File: src/rtl/uart_rx_deserializer.sv
`default_nettype none
// ============================================================================
// Module   : uart_rx_deserializer
// Brief    : Oversampled UART receiver. Frames are a 0 start bit, DATA_BITS data
//            bits sent MSB first, and a 1 stop bit. Each bit is sampled at its centre.
// Revision : 1.0 - initial release
// ============================================================================
module uart_rx_deserializer #(
    parameter int OVERSAMPLE = 16,
    parameter int DATA_BITS  = 8
) (
    input  logic                 clk,
    input  logic                 reset,
    input  logic                 sample_en,
    input  logic                 serial_in,
    output logic [DATA_BITS-1:0] data_out,
    output logic                 data_valid,
    output logic                 frame_err,
    output logic                 busy
);

    localparam int c_CNT_W = $clog2(OVERSAMPLE);
    localparam int c_BIT_W = $clog2(DATA_BITS + 1);

    localparam logic [c_CNT_W-1:0] c_HALF_LAST = c_CNT_W'(OVERSAMPLE / 2 - 1);
    localparam logic [c_CNT_W-1:0] c_FULL_LAST = c_CNT_W'(OVERSAMPLE - 1);
    localparam logic [c_BIT_W-1:0] c_LAST_BIT  = c_BIT_W'(DATA_BITS - 1);

    typedef enum logic [2:0] {
        S_IDLE  = 3'd0,
        S_START = 3'd1,
        S_DATA  = 3'd2,
        S_STOP  = 3'd3,
        S_BREAK = 3'd4
    } state_t;

    state_t               r_state;
    logic [1:0]           r_sync;
    logic [c_CNT_W-1:0]   r_sample_cnt;
    logic [c_BIT_W-1:0]   r_bit_cnt;
    logic [DATA_BITS-1:0] r_shreg;
    logic                 w_rx_s;

    assign w_rx_s = r_sync[1];
    assign busy   = (r_state != S_IDLE);

    always_ff @(posedge clk) begin
        if (reset) begin
            r_state      <= S_IDLE;
            r_sync       <= 2'b11;
            r_sample_cnt <= '0;
            r_bit_cnt    <= '0;
            r_shreg      <= '0;
            data_out     <= '0;
            data_valid   <= 1'b0;
            frame_err    <= 1'b0;
        end else begin
            r_sync     <= {r_sync[0], serial_in};
            data_valid <= 1'b0;
            frame_err  <= 1'b0;

            if (sample_en) begin
                case (r_state)
                    S_IDLE: begin
                        if (!w_rx_s) begin
                            r_state      <= S_START;
                            r_sample_cnt <= '0;
                        end
                    end

                    // A start bit that is gone by its centre is treated as line noise.
                    S_START: begin
                        if (r_sample_cnt == c_HALF_LAST) begin
                            r_sample_cnt <= '0;
                            if (w_rx_s) begin
                                r_state <= S_IDLE;
                            end else begin
                                r_state   <= S_DATA;
                                r_bit_cnt <= '0;
                            end
                        end else begin
                            r_sample_cnt <= r_sample_cnt + 1'b1;
                        end
                    end

                    S_DATA: begin
                        if (r_sample_cnt == c_FULL_LAST) begin
                            r_shreg      <= {r_shreg[DATA_BITS-2:0], w_rx_s};
                            r_bit_cnt    <= r_bit_cnt + 1'b1;
                            r_sample_cnt <= '0;
                            if (r_bit_cnt == c_LAST_BIT) begin
                                r_state <= S_STOP;
                            end
                        end else begin
                            r_sample_cnt <= r_sample_cnt + 1'b1;
                        end
                    end

                    // Leaving at the stop-bit centre leaves half a bit to catch a back-to-back start edge.
                    S_STOP: begin
                        if (r_sample_cnt == c_FULL_LAST) begin
                            r_sample_cnt <= '0;
                            if (w_rx_s) begin
                                data_out   <= r_shreg;
                                data_valid <= 1'b1;
                                r_state    <= S_IDLE;
                            end else begin
                                frame_err <= 1'b1;
                                r_state   <= S_BREAK;
                            end
                        end else begin
                            r_sample_cnt <= r_sample_cnt + 1'b1;
                        end
                    end

                    S_BREAK: begin
                        if (w_rx_s) begin
                            r_state <= S_IDLE;
                        end
                    end

                    default: r_state <= S_IDLE;
                endcase
            end
        end
    end

endmodule
`default_nettype wire

File: config.mk
export PLATFORM = sky130hd
export DESIGN_NAME = uart_rx_deserializer
export DESIGN_NICKNAME = d
export VERILOG_FILES = /design/src/rtl/uart_rx_deserializer.sv
export SDC_FILE = /design/constraint.sdc
export NUM_CORES = 1
export LEC_CHECK = 0
export ABC_CLOCK_PERIOD_IN_PS = 1990
export BUFFER_PORTS_ARGS = -buffer_cell sky130_fd_sc_hd__buf_2
export CORE_UTILIZATION = 30
export DETAILED_ROUTE_END_ITERATION = 6
export GPL_ROUTABILITY_DRIVEN = 0
export HOLD_SLACK_MARGIN = 0.15
export SLEW_MARGIN = 40
export SYNTH_ARGS = -nofsm -noshare
export SYNTH_HDL_FRONTEND = slang
export SYNTH_SLANG_ARGS = --single-unit
File: constraint.sdc
create_clock -name clk -period 1.99 [get_ports clk]
set_clock_uncertainty 0.15 [all_clocks]
set_input_delay 0.2985 -clock clk [delete_from_list [all_inputs] [get_ports clk]]
set_output_delay 0.2985 -clock clk [all_outputs]
set_load 0.02 [all_outputs]
==> summary.txt, run 1 <==
Status
  – Status: completed

Die
  – # rows: 24
  – Die area: roughly 4900 um2
  – Boundary pin count: 15
  – Initial Util: 31.6%
  – Core Region: 4380 um2
  – Die height: about 70 um
  – Die X: between 60 and 70 um

Clock network
  – H-Tree Level Count: 2
  – Clk slew on worst S/H paths: about 0.060 ns
  – CTS sink count: 31
  – Clock root cell: clkbuf_8
  – Max Buffers Root-to-Sink: 2
  – Clock latency on the worst-skew pair: ~0.28 ns
  – CTS tree: done
  – CTS buffer count: 5

STA
  – RSZ-0062 raised after global routing: false
  – Slew Limit Headroom: about three fifths
  – Minimum clock period: between 1.5 and 2 ns
  – Max Clock Freq: about 540 MHz
  – Final period util: about 90%
  – Hold WS: just under 0.2 ns
  – Max Slew Vio Count: 0
  – Worst Tran Pin Value: between 0.5 and 0.6 ns
  – Final hold violation count: 0
  – Setup_tns: 0 ns
  – # setup viols final: 0

Routing
  – Drt drc: 0
  – DR pass1 iterations: 4
  – Initial DRC Count: about 100
  – Post-route ant nets: 0
  – Routed len/inst: between 10 and 15 um
  – Drt total wl: ~2800 um
  – Vias per std cell: roughly 5.0
  – Vias: between 1k and 1.5k

Synthesis
  – Post-Syn Nets: 169
  – FF+latch count, synth: 31
  – Syn avg cell area: between 8 and 9 um2
  – Syn. warnings: 0
  – Cell variety after synth: 40
  – Synthesized instance count: 163
  – Post-Synthesis Cell Area: between 1000 and 1500 um2
  – Post-synthesis sequential area ratio: roughly 45%

Finish
  – Final core utilization: 36.6%
  – Area growth from synthesis to layout: 16.1%
  – Antenna diodes: 0
  – Final Cell Area: 1610 um2
  – Total Nets Final: approximately 190
  – Share of layout cells above drive strength 1: 21.1%

Worst setup path
  – Crit Path Class: reg2reg
  – Startpoint types: register
  – CP Data Required Time: 1.98 ns
  – Delay-heaviest family, CP: simple AND/OR/NAND/NOR gates
  – WP data arrival: between 1.5 and 2 ns
  – CP max stage cell: or4b_4
  – Worst Path Buf+Inv: 0
  – CP cell instances: or4b_4 > a211oi_4 > mux2_2 > nor2_1
  – R2r setup slk: about 0.15 ns
  – Worst setup EP type: register
  – Critical Path Fanout Max: 11
  – Max incr delay on CP: between 0.5 and 0.6 ns

GRT
  – Largest net degree at the start of global routing: 33
  – Initial antenna violation count: 0
  – First-pass GRT wire length: slightly below 5000 um
  – Total grt overflow: 0
  – Overall Global Routing Usage: approximately 13%
  – Number of global-route vias before repair: between 1k and 1.5k

Place
  – DP Area: 1510 um2
  – # port buffers: 14
  – Dpl hpwl: 1810 um

Power
  – Leak: about 0.58 nW
  – Worst vdd ir: 0.428 mV
  – Power Density: between 700 and 800 nW/um2
  – Post-layout power: between 1 and 1.5 mW

Hold path
  – Worst min path class: in2reg

Flow run
  – MaxCap Viol Count: 0
## cells in the mapped netlist, drive strengths merged
cell	number	area share, %
dfxtp	31	45
nand2	30	8.1
a21oi	23	8.6
nand3	12	4.7
nor2	8	2.2
buf	7	3.3
clkbuf	5	1.4
a31oi	4	1.8
nor3b	4	2.5
nand2b	3	1.4
nand3b	3	1.6
nand4	3	1.8
o21ai	3	1.1
a2111oi	2	1.3
and3	2	0.90
and4	2	1.3
ha	2	1.8
nor2b	2	0.90
or2	2	0.90
or4b	2	1.7
a211oi	1	1.4
a21o	1	0.54
a311oi	1	0.63
and2	1	0.45
inv	1	0.27
mux2	1	0.81
mux2i	1	0.72
nor3	1	0.36
o21a	1	0.54
o22ai	1	0.45
o31ai	1	0.54
or3	1	0.45
xnor2	1	0.63
## registers in the layout (all words and copies together), names as in the netlist
name / count
data_out: 8
r_shreg: 8
r_bit_cnt: 4
r_sample_cnt: 4
r_state: 3
r_sync: 2
data_valid: 1
frame_err: 1
## per-layer routing
layer | track usage [%] | wire length (um)
met1 | 16.9 | 1420
met2 | 18.1 | 1190
met3 | 3.17 | 103
met4 | 7.33 | 57
met5 | 0 | 0
## kinds of logic (layout without fill, tap and decap cells)
logic type,after synthesis,count (layout),share of synthesized area [%]
and+or+nand+nor,76,76,29.3
adders and majority gates,2,2,1.81
xor gates and xnor gates,1,1,0.633
AOI/OAI and AO/OA,38,38,16.9
buffers and inverters,13,30,4.97
DFF,31,31,44.8
muxes,2,2,1.54
## final timing paths
check              from            to  depth (start not counted)
min reg2reg   r_sync[0]     r_sync[1]                          1
max          r_state[1]  r_bit_cnt[0]                          4
min           sample_en    r_state[1]                          3
max reg2reg  r_state[1]  r_bit_cnt[0]                          4
## placed cells by master, fill, tap and decap left out, drive strengths merged
master	instances
nor3	1
nand2b	3
a2111oi	2
nand4	3
o22ai	1
a21o	1
or4b	2
dlygate4sd3	1
a31oi	4
nand2	30
mux2	1
nand3	12
o31ai	1
ha	2
dfxtp	31
nor2	8
nand3b	3
nor2b	2
a211oi	1
a311oi	1
o21a	1
mux2i	1
nor3b	4
inv	1
and4	2
and2	1
xnor2	1
or2	2
a21oi	23
buf	21
and3	2
o21ai	3
clkinv	1
clkbuf	6
or3	1
## through the flow
stage,setup WS (ns),cells
after CTS,0.0627,232
after detailed placement,0.0961,224
final,0.147,232
after global placement,0.165,224
after floorplan,0.245,163
after global routing,0.0472,232
## final cells by class
| type | instances | area (um2) |
|---|---|---|
| clock buffer | 6 | 82.6 |
| fill | 463 | 2780 |
| multi-input combinational | 119 | 697 |
| tap | 52 | 65.1 |
| sequential | 31 | 621 |
| clock inverter | 1 | 5.00 |
| timing repair buffer | 22 | 133 |
| inverter | 1 | 3.75 |
## worst reg2reg max path, cell delays in order, from the launching register on
cell and delay [ns]:
dfxtp_1 0.41, or4b_4 0.54, a211oi_4 0.36, mux2_2 0.22, nor2_1 0.03
## where the power goes
part / internal (mW) / switching (mW) / total, mW
clock network: 0.271 / 0.221 / 0.492
logic: 0.0168 / 0.0322 / 0.0490
registers: 0.625 / 0.00334 / 0.628
total: 0.912 / 0.257 / 1.17
## what timing repair did
action                                  in CTS  in global routing
resized for setup                            0                  2
hold buffers                                 1                  0
endpoints found under the hold margin        1                  0
setup buffers                                0                  0
endpoints found under the setup margin       0                  2
No activity file was read; power rests on OpenSTA's default activity.
==> run 2: changes to the inputs <==
--- a/config.mk
+++ b/config.mk
@@ -11,7 +11,8 @@
 export DETAILED_ROUTE_END_ITERATION = 6
 export GPL_ROUTABILITY_DRIVEN = 0
 export HOLD_SLACK_MARGIN = 0.15
-export SLEW_MARGIN = 40
+export RECOVER_POWER = 50
+export REMOVE_ABC_BUFFERS = 1
 export SYNTH_ARGS = -nofsm -noshare
 export SYNTH_HDL_FRONTEND = slang
 export SYNTH_SLANG_ARGS = --single-unit
==> summary.txt, run 2 (synthesis results as in run 1) <==
Clock network
  – CTS sink count: 31 (unchanged)
  – Max Buffers Root-to-Sink: 2 (unchanged)
  – Clk slew on worst S/H paths: 0.06 ns (about the same)
  – Clock latency on the worst-skew pair: 0.28 ns (about the same)
  – Clock root cell: clkbuf_8
  – H-Tree Level Count: 2 (unchanged)
  – CTS buffer count: 5 (unchanged)
  – CTS tree: done

Power
  – Leak: 0.544 nW (-6.4%)
  – Worst vdd ir: 0.211 mV (-51%)
  – Power Density: 734 nW/um2 (+0.81%)

Routing
  – Initial DRC Count: 71 (-30%)
  – Vias: 1186 (+1.5%)
  – DR pass1 iterations: 4 (unchanged)
  – Post-route ant nets: 0 (unchanged)
  – Vias per std cell: 5.07 (+0.67%)
  – Routed len/inst: 12.6 um (+5.4%)
  – Drt total wl: 2940 um (+6.3%)
  – Drt drc: 0 (unchanged)

Finish
  – Final Cell Area: 1610 um2 (unchanged)
  – Area growth from synthesis to layout: 16.1% (unchanged)
  – Commonest non-fill, non-tap cell in the layout: dfxtp_1
  – Most frequent cells in the layout: dfxtp_1, nand2_1, a21oi_1
  – Largest regs: data_out x8, r_shreg x8
  – Total Nets Final: 188 (+1.1%)
  – Share of layout cells above drive strength 1: 15.9% (-5.2 points)
  – Antenna diodes: 0 (unchanged)

Hold path
  – Worst min path class: in2reg

Die
  – # rows: 24 (unchanged)
  – Die height: 69.9 um (unchanged)
  – Boundary pin count: 15 (unchanged)
  – Core Region: 4380 um2 (unchanged)
  – Initial Util: 31.6% (unchanged)
  – Die area: 4890 um2 (unchanged)
  – Die X: 69.9 um (unchanged)

STA
  – Final period util: 92.3% (-0.31 points)
  – Minimum clock period: 1.84 ns (-0.00619 ns)
  – RSZ-0062 raised after global routing: false
  – Slew Limit Headroom: 61.6% (+0.21 points)
  – Worst Tran Pin Value: 0.576 ns (-0.00313 ns)
  – Final hold violation count: 0 (unchanged)
  – # setup viols final: 0 (unchanged)
  – Max Slew Vio Count: 0 (unchanged)
  – Max Clock Freq: 544 MHz (+0.34%)
  – Setup_tns: 0 ns (unchanged)

Worst setup path
  – CP cell instances: or4b_4 > a211oi_4 > mux2_2 > nor2_1
  – Worst Path Buf+Inv: 0 (unchanged)
  – Delay-heaviest family, CP: simple AND/OR/NAND/NOR gates
  – CP Data Required Time: 2.00 ns (+0.02 ns)
  – WP data arrival: 1.84 ns (about the same)
  – Worst setup EP type: register
  – Critical Path Fanout Max: 10 (-1)
  – CP max stage cell: or4b_4
  – Max incr delay on CP: 0.54 ns (about the same)
  – Crit Path Class: reg2reg
  – Startpoint types: register

Status
  – Status: completed

Flow run
  – MaxCap Viol Count: 0 (unchanged)

Place
  – DP Area: 1520 um2 (+1.0%)
  – Dpl hpwl: 1890 um (+4.8%)
  – # port buffers: 14 (unchanged)

GRT
  – Total grt overflow: 0 (unchanged)
  – First-pass GRT wire length: 5250 um (+7.8%)
  – Initial antenna violation count: 0 (unchanged)
  – Overall Global Routing Usage: 13.7% (+1.1 points)
  – Number of global-route vias before repair: 1146 (+6.3%)
  – Largest net degree at the start of global routing: 33 (unchanged)
-- run 2: changes by cell type in the layout (fill, tap and decap cells not counted), sizes merged --
cell / before / now
clkbuf: 6 / 17
buf: 21 / 12
-- run 2: power by group --
group / switching (mW) / internal, mW / leakage [nW]
registers: 0.00354 / 0.625 / 0.250
logic: 0.0330 / 0.0172 / 0.247
clock network: 0.229 / 0.271 / 0.0470
total: 0.266 / 0.913 / 0.544
-- run 2: final timing paths --
kind | cells after the start | slack (ns) | to | from
worst max-delay path | 4 | 0.15 | r_bit_cnt[0] | r_state[1]
worst min-delay path | 3 | 0.18 | r_state[1] | sample_en
worst max register to register | 4 | 0.15 | r_bit_cnt[0] | r_state[1]
worst min register to register | 1 | 0.26 | r_sync[1] | r_sync[0]
-- run 2: worst min-delay path, delay by kind of cell --
kind	cells	cell delay [ns]
compound gates	1	0.05
buf+inv	1	0.14
simple gates	1	0.07
-- run 2: layout make-up --
cell class / instances / area (um2)
inverter: 1 / 3.75
tap: 52 / 65.1
fill: 472 / 2780
multi-input combinational: 119 / 696
clock inverter: 1 / 5.00
clock buffer: 6 / 82.6
sequential: 31 / 621
timing repair buffer: 24 / 134
-- run 2: routing by layer --
metal / wire length, um / vias up / GRT usage (%) / part of all wire (%)
li1: - / 607 / - / -
met1: 1460 / 557 / 17.5 / 50
met2: 1310 / 16 / 20.5 / 44
met3: 118 / 6 / 4.76 / 4.0
met4: 57 / 0 / 6.44 / 1.9
met5: 0 / - / 0 / 0
-- run 2: timing repair --
action	in CTS	in global routing
gates resized for setup	0	1
buffers inserted	0	0
hold endpoints to repair	1	0
setup endpoints to repair	0	1
hold buffers	1	0
-- run 2: metrics by stage --
step           total power, mW  setup slack, ns  hold WS [ns]  util [%]  std cells
2_1_floorplan            0.665            0.212         0.211         -        151
3_3_place_gp             0.692            0.199         0.247      34.7        226
3_5_place_dp             0.691            0.169         0.249      34.7        226
4_1_cts                   1.19            0.157         0.171      36.9        234
5_1_grt                   1.23           0.0101         0.198      36.6        234
6_report                  1.18            0.153         0.175      36.6        234
